**src/rtl/mem_arbiter.sv**
```systemverilog
// mem_arbiter: shares one single-port, byte-write RAM (1-cycle registered read)
// between an instruction-fetch port (I, read only) and a load/store port (D).
// One requester is granted per cycle and the arbitration is combinational.
// The response appears one cycle after the grant. Out-of-range accesses are
// completed with err=1 and never touch the RAM.
// Optional build macro: MEM_ARB_ROUND_ROBIN_EN. When it is defined, simultaneous
// requests alternate between the ports. When it is undefined, D has fixed
// priority over I.
module mem_arbiter #(
  parameter int DATA_WIDTH = 32,
  parameter int DATA_DEPTH = 4096,
  parameter int ADDR_WIDTH = $clog2(DATA_DEPTH),
  parameter int BYTE_OFF   = $clog2(DATA_WIDTH/8)
) (
  input  logic                      clk,
  input  logic                      rst_n,
  input  logic                      i_req,
  input  logic [31:0]               i_addr,
  output logic                      i_gnt,
  output logic                      i_rvalid,
  output logic [DATA_WIDTH-1:0]     i_rdata,
  output logic                      i_err,
  input  logic                      d_req,
  input  logic [DATA_WIDTH/8-1:0]   d_we,
  input  logic [31:0]               d_addr,
  input  logic [DATA_WIDTH-1:0]     d_wdata,
  output logic                      d_gnt,
  output logic                      d_rvalid,
  output logic [DATA_WIDTH-1:0]     d_rdata,
  output logic                      d_err,
  output logic                      ram_en,
  output logic [DATA_WIDTH/8-1:0]   ram_we,
  output logic [ADDR_WIDTH-1:0]     ram_addr,
  output logic [DATA_WIDTH-1:0]     ram_din,
  input  logic [DATA_WIDTH-1:0]     ram_dout
);

  localparam int NB = DATA_WIDTH / 8;
  localparam int HI = BYTE_OFF + ADDR_WIDTH;

  typedef enum logic [1:0] {RESP_NONE, RESP_I, RESP_D} owner_t;

  owner_t          resp_owner;
  logic            err_p1;
  logic            rd_ok_p1;
  logic            gnt_i_p0;
  logic            gnt_d_p0;
  logic            i_inr_p0;
  logic            d_inr_p0;
  logic            d_rd_p0;

  // An address is in range when no bit above the RAM word-address field is set.
  // The full 32 bits are checked, so addresses never wrap into the RAM.
  function automatic logic in_range(input logic [31:0] a);
    return (a >> HI) == 32'd0;
  endfunction

  assign i_inr_p0 = in_range(i_addr);
  assign d_inr_p0 = in_range(d_addr);
  assign d_rd_p0  = (d_we == '0);

`ifdef MEM_ARB_ROUND_ROBIN_EN
  logic last_d;

  // Remember which port won the most recent grant so that contention alternates.
  always_ff @(posedge clk or negedge rst_n) begin
    if (!rst_n) begin
      last_d <= 1'b0;
    end else if (gnt_d_p0) begin
      last_d <= 1'b1;
    end else if (gnt_i_p0) begin
      last_d <= 1'b0;
    end
  end
`endif

  // Grant selection: a lone requester always wins; contention is resolved by policy.
  always_comb begin
    gnt_i_p0 = 1'b0;
    gnt_d_p0 = 1'b0;
    if (i_req && d_req) begin
`ifdef MEM_ARB_ROUND_ROBIN_EN
      if (last_d) begin
        gnt_i_p0 = 1'b1;
      end else begin
        gnt_d_p0 = 1'b1;
      end
`else
      gnt_d_p0 = 1'b1;
`endif
    end else begin
      gnt_i_p0 = i_req;
      gnt_d_p0 = d_req;
    end
  end

  assign i_gnt = gnt_i_p0;
  assign d_gnt = gnt_d_p0;

  // Drive the RAM from the winner. Out-of-range accesses keep the enable and strobes low.
  always_comb begin
    ram_en   = 1'b0;
    ram_we   = '0;
    ram_addr = '0;
    ram_din  = '0;
    if (gnt_d_p0) begin
      ram_addr = d_addr[BYTE_OFF +: ADDR_WIDTH];
      ram_din  = d_wdata;
      if (d_inr_p0) begin
        ram_en = 1'b1;
        ram_we = d_we;
      end
    end else if (gnt_i_p0) begin
      ram_addr = i_addr[BYTE_OFF +: ADDR_WIDTH];
      ram_en   = i_inr_p0;
    end
  end

  // Response owner FSM. It records who was granted on this edge, plus the
  // err and read-data qualifiers for that response.
  always_ff @(posedge clk or negedge rst_n) begin
    if (!rst_n) begin
      resp_owner <= RESP_NONE;
      err_p1     <= 1'b0;
      rd_ok_p1   <= 1'b0;
    end else if (gnt_d_p0) begin
      resp_owner <= RESP_D;
      err_p1     <= ~d_inr_p0;
      rd_ok_p1   <= d_inr_p0 & d_rd_p0;
    end else if (gnt_i_p0) begin
      resp_owner <= RESP_I;
      err_p1     <= ~i_inr_p0;
      rd_ok_p1   <= i_inr_p0;
    end else begin
      resp_owner <= RESP_NONE;
      err_p1     <= 1'b0;
      rd_ok_p1   <= 1'b0;
    end
  end

  // ---- response stage (p1): RAM read data is valid now ----
  assign i_rvalid = (resp_owner == RESP_I);
  assign d_rvalid = (resp_owner == RESP_D);
  assign i_err    = i_rvalid & err_p1;
  assign d_err    = d_rvalid & err_p1;
  assign i_rdata  = (i_rvalid && rd_ok_p1) ? ram_dout : '0;
  assign d_rdata  = (d_rvalid && rd_ok_p1) ? ram_dout : '0;

  // Byte count is implied by the strobe width.
  if (NB * 8 != DATA_WIDTH) begin : g_bad_width
    $error("DATA_WIDTH must be a multiple of 8");
  end

endmodule
```
**config.mk**
```make
export PLATFORM = sky130hd
export DESIGN_NAME = mem_arbiter
export DESIGN_NICKNAME = d
export VERILOG_FILES = /design/src/rtl/mem_arbiter.sv
export SDC_FILE = /design/constraint.sdc
export NUM_CORES = 1
export LEC_CHECK = 0
export CORE_AREA = 5 5 97 99
export CTS_CLUSTER_DIAMETER = 60
export DETAILED_ROUTE_END_ITERATION = 10
export DIE_AREA = 0 0 102 104
export SETUP_SLACK_MARGIN = 0.02
export SYNTH_ARGS = -nofsm -noshare
export SYNTH_HDL_FRONTEND = slang
export SYNTH_SLANG_ARGS = --single-unit
```
**constraint.sdc**
```tcl
create_clock -name clk -period 2 [get_ports clk]
set_input_delay 0.5 -clock clk [delete_from_list [all_inputs] [get_ports clk]]
set_output_delay 0.5 -clock clk [all_outputs]
set_load 0.02 [all_outputs]
```
# After elaboration in Yosys (flattened, before gate mapping)
# Index checks and enable logic that the tools add are counted.
[totals] regBits=4 inputBits=136 output_inout_bits=119 wordCells=33
[classes] n_eq_ne=2 muxes=17 bitwise_logic=5 reduce_logical=6
[ops] op="two-way mux 32 bit" n=3
[ops] op="zero test 32 bit" n=2
[ops] op="two-way mux 12 bit" n=2
[ops] op="two-way mux 1 bit" n=9
[ops] op="two-way mux 4 bit" n=2
[ops] op="zero test 4 bit" n=1
[ops] op="AND 1 bit" n=3
[ops] op="logical AND 1 bit" n=3
[ops] op="equality test 2 x 1 -> 1 bit (second input constant)" n=1
[ops] op="equality test 2 bit (second input constant)" n=1
[ops] op="two-way mux 2 bit" n=1
[ops] op="inverter 1 bit" n=2

# Longest topological paths before layout
[logic_depth] word_depth=4 mapped_depth=4

# Worst setup path before layout
# Ideal clock, no wire load.
[synth_timing] path_kind="input -> output" start="input port d_addr[17]" end="output port ram_we[0]" arrival_ns=1.424 required_time_ns=1.500 setup_slack_ns=0.076 cell_stages=4 path_buffers=0 path_cell_list="nor4_1 > nand4_1 > nor4_4 > and2_1"
[synth_between] elab_chain_cells=3
[synth_rtl] element="from (decl)" line="25" rtl="input logic [31:0] d_addr,"
[synth_rtl] element="zero test 32 bit" line="55" rtl="return (a >> HI) == 32'd0;"
[synth_rtl] element="two-way mux 4 bit" line="109" rtl="if (d_inr_p0) begin"
[synth_rtl] element="two-way mux 4 bit" line="106" rtl="if (gnt_d_p0) begin"
[synth_rtl] element="to (decl)" line="32" rtl="output logic [DATA_WIDTH/8-1:0] ram_we,"
# No other way between the ends.

# Worst setup path in the final report
[layout_timing] start="input port d_addr[28]" end="output port ram_we[3]"
# Same word-level chain as after synthesis.

==> impl_metrics.ini <==
[floorplan]
die_w_um = 102
ios = 255
rows = 34
initial_core_util = 0.1284
core-area_mm2 = 0.008466
fp.dieH_um = 104
dieArea_mm2 = 0.01061

[clock_network]
cts.sinks = 4
numCtsBuffers = 3
clk_pin_slew_ns = 0.03
h-tree-depth = 1
cts_buffer_depth = 2
root_buffer = clkbuf_8
cts_hold_buf = 0
cts_tree = done

[drt]
post_drt_wl_per_cell_um = 16.39
wirelength_mm = 8.458
vias = 2184
drc = 0
dr.pass1.iters = 3
ant_nets = 0
drtIter0Drc = 36
via_per_inst = 4.233

[synth]
syn_nets = 299
syn_area_per_cell_um2 = 6.671
synth-seq-cells = 4
seq_area_frac_synth = 0.09206
netlist_instances = 163
synth.distinct_cells = 20
ys_warn_count = 0
syn_area_mm2 = 0.001087

[final_layout]
drive_gt1_frac = 0.2377
area_growth_pct = 235.2
final_cell_count_no_fill = 516
seqCellArea_um2 = 100.1
nNetsFinal = 546
fillCellCount = 882
post-route-util = 0.4305
multi_input_area_um2 = 997.2
num_antenna_cells = 0

[worst_setup_path]
slowest_stage = clkdlybuf4s50_1
crit_path_max_incr_delay_ns = 0.44
cp_num_buf_inv = 2
worstPathArrival_ns = 1.63
cp.required_ns = 1.50
crit_path_max_fanout = 6
worst-setup-path-type = primary input to primary output
critical_path.top_delay_family = simple AND/OR/NAND/NOR gates
critPathLaunchType = primary input
endpoint_kind = primary output
crit_chain = clkdlybuf4s50_1 -> nor4_4 -> and2_4 -> buf_6

[sta]
slew_headroom = 0.7743
slew_violations = 0
worst_pin_slew_ns = 0.3360
period_needed_ns = 2.134
period_share = 1.067
setup_ws_ns = -0.1342
setup_viol = 5
fmax_mhz = 468.6
rsz0062_at_grt = yes
worst_hold_slack_ns = 0.4843
timing.final.hold_violations = 0

[place]
dpl.hpwl_mm = 7.328
gp_congestion = 0.8031
dp_cells = 510
portBuffers = 250
place_ws_ns = -0.9236

[grt]
grt_max_degree = 65
top_usage_layer = met2
antenna_found_initial = 0
grt_use_met1 = 0.1310
grt_pass1_vias = 2149
grt_pass1_wl_mm = 11.88
gr-usage-met3 = 0.06237
met2_usage = 0.2786
track_usage = 0.1424
grt-ovfl-total = 0

[pwr]
power_frac_comb = 0.676
p_seq_frac = 0.110
power.static_leakage_uw = 0.001952
netSwitchingFraction = 0.3280
switchingPower_uw = 255.7
p_clk_frac = 0.214
peakVddDrop_mv = 0.1169
power_uw = 779.7
p_int_uw = 524.0
power_density_mw_per_mm2 = 213.9

[outcome]
failed_checks = setup timing
outcome = complete, but fails checks

[hold_path]
hold_class = primary input to async pin

[flow_run]
drv_cap = 0
## per-layer routing
layer	wire [um]	vias to the layer above
met3	1130	6
met4	102	0
met1	2660	969
met2	4564	134
li1	-	1075
met5	0	-
## area by class of cell
class | instances | share of cell area
multi-input combinational | 137 | 0.2736
clock buffer | 3 | 0.01133
timing repair buffer | 262 | 0.6485
tap | 108 | 0.03708
sequential | 4 | 0.02746
inverter | 2 | 0.002060
## power groups by stage
stage	registers, uW	clock network, uW	logic (uW)
after CTS	86.2	172	536
final	86.1	167	527
after detailed placement	87.1	0	576
after floorplan	86.4	0	156
after global placement	87.0	0	571
after global routing	86.5	179	559
## cell usage after synthesis (all sizes together)
cell	count	area (um^2)
nor3	1	5.000
nor2	1	3.750
clkbuf	18	67.56
nand4	1	6.260
nor4	9	71.32
buf	2	10.01
or2	1	6.260
a22o	12	105.1
dfrtp	4	100.1
nand3	1	5.000
a21o	1	7.510
nand2	1	3.750
and2	38	237.7
inv	2	7.510
o21ai	1	5.000
nor4b	1	15.01
and3	64	400.4
a21oi	1	5.000
nor2b	4	25.02
## what timing repair did
item                                    CTS  global route
pin swaps                                18            14
setup buffers                             1             1
resized for setup                       283           100
gates cloned                              1             0
endpoints found under the setup margin  119            71
## per-stage QoR
| stage | area, um^2 | setup TNS [ns] |
|---|---|---|
| finish | 3645 | -0.6396 |
| global route | 3645 | -0.8785 |
| CTS | 3689 | -0.8051 |
| detailed placement | 3752 | -50.17 |
| global placement | 3752 | -49.85 |
| floorplan | 1087 | 0 |
## logic make-up after synthesis
group                  synth area share
buffers and inverters           0.07825
AOI/OAI and AO/OA                0.1128
and+or+nand+nor                  0.7169
DFF                             0.09206
## flip-flops by register name (all words and copies together), names as in the netlist
register    count
err_p1          1
resp_owner      2
rd_ok_p1        1
## cells in the final DEF (no fill, tap or decap), types with 2 or more instances in the layout
master            n
clkdlybuf4s50_1  99
and3_1           64
clkdlybuf4s15_1  43
dlygate4sd2_1    39
and2_1           35
clkbuf_2         33
buf_2            18
buf_6            15
a22o_1           12
buf_4             7
nor4_2            5
dfrtp_1           4
nor4_4            3
and2_4            3
clkbuf_8          3
dlymetal6s2s_1    3
buf_12            3
nor2b_2           2
inv_1             2
## worst max path at each step
stage	endpoint	startpoint	depth (start not counted)	slack, ns
after global routing	ram_we[0]	d_addr[21]	6	-0.18
after global placement	ram_we[2]	d_addr[21]	6	-0.89
after CTS	ram_we[3]	d_addr[18]	6	-0.17
final	ram_we[3]	d_addr[28]	4	-0.13
after detailed placement	ram_we[3]	d_addr[21]	6	-0.92
after floorplan	ram_we[0]	d_addr[17]	4	0.08
Power figures use the tool's default switching activity.
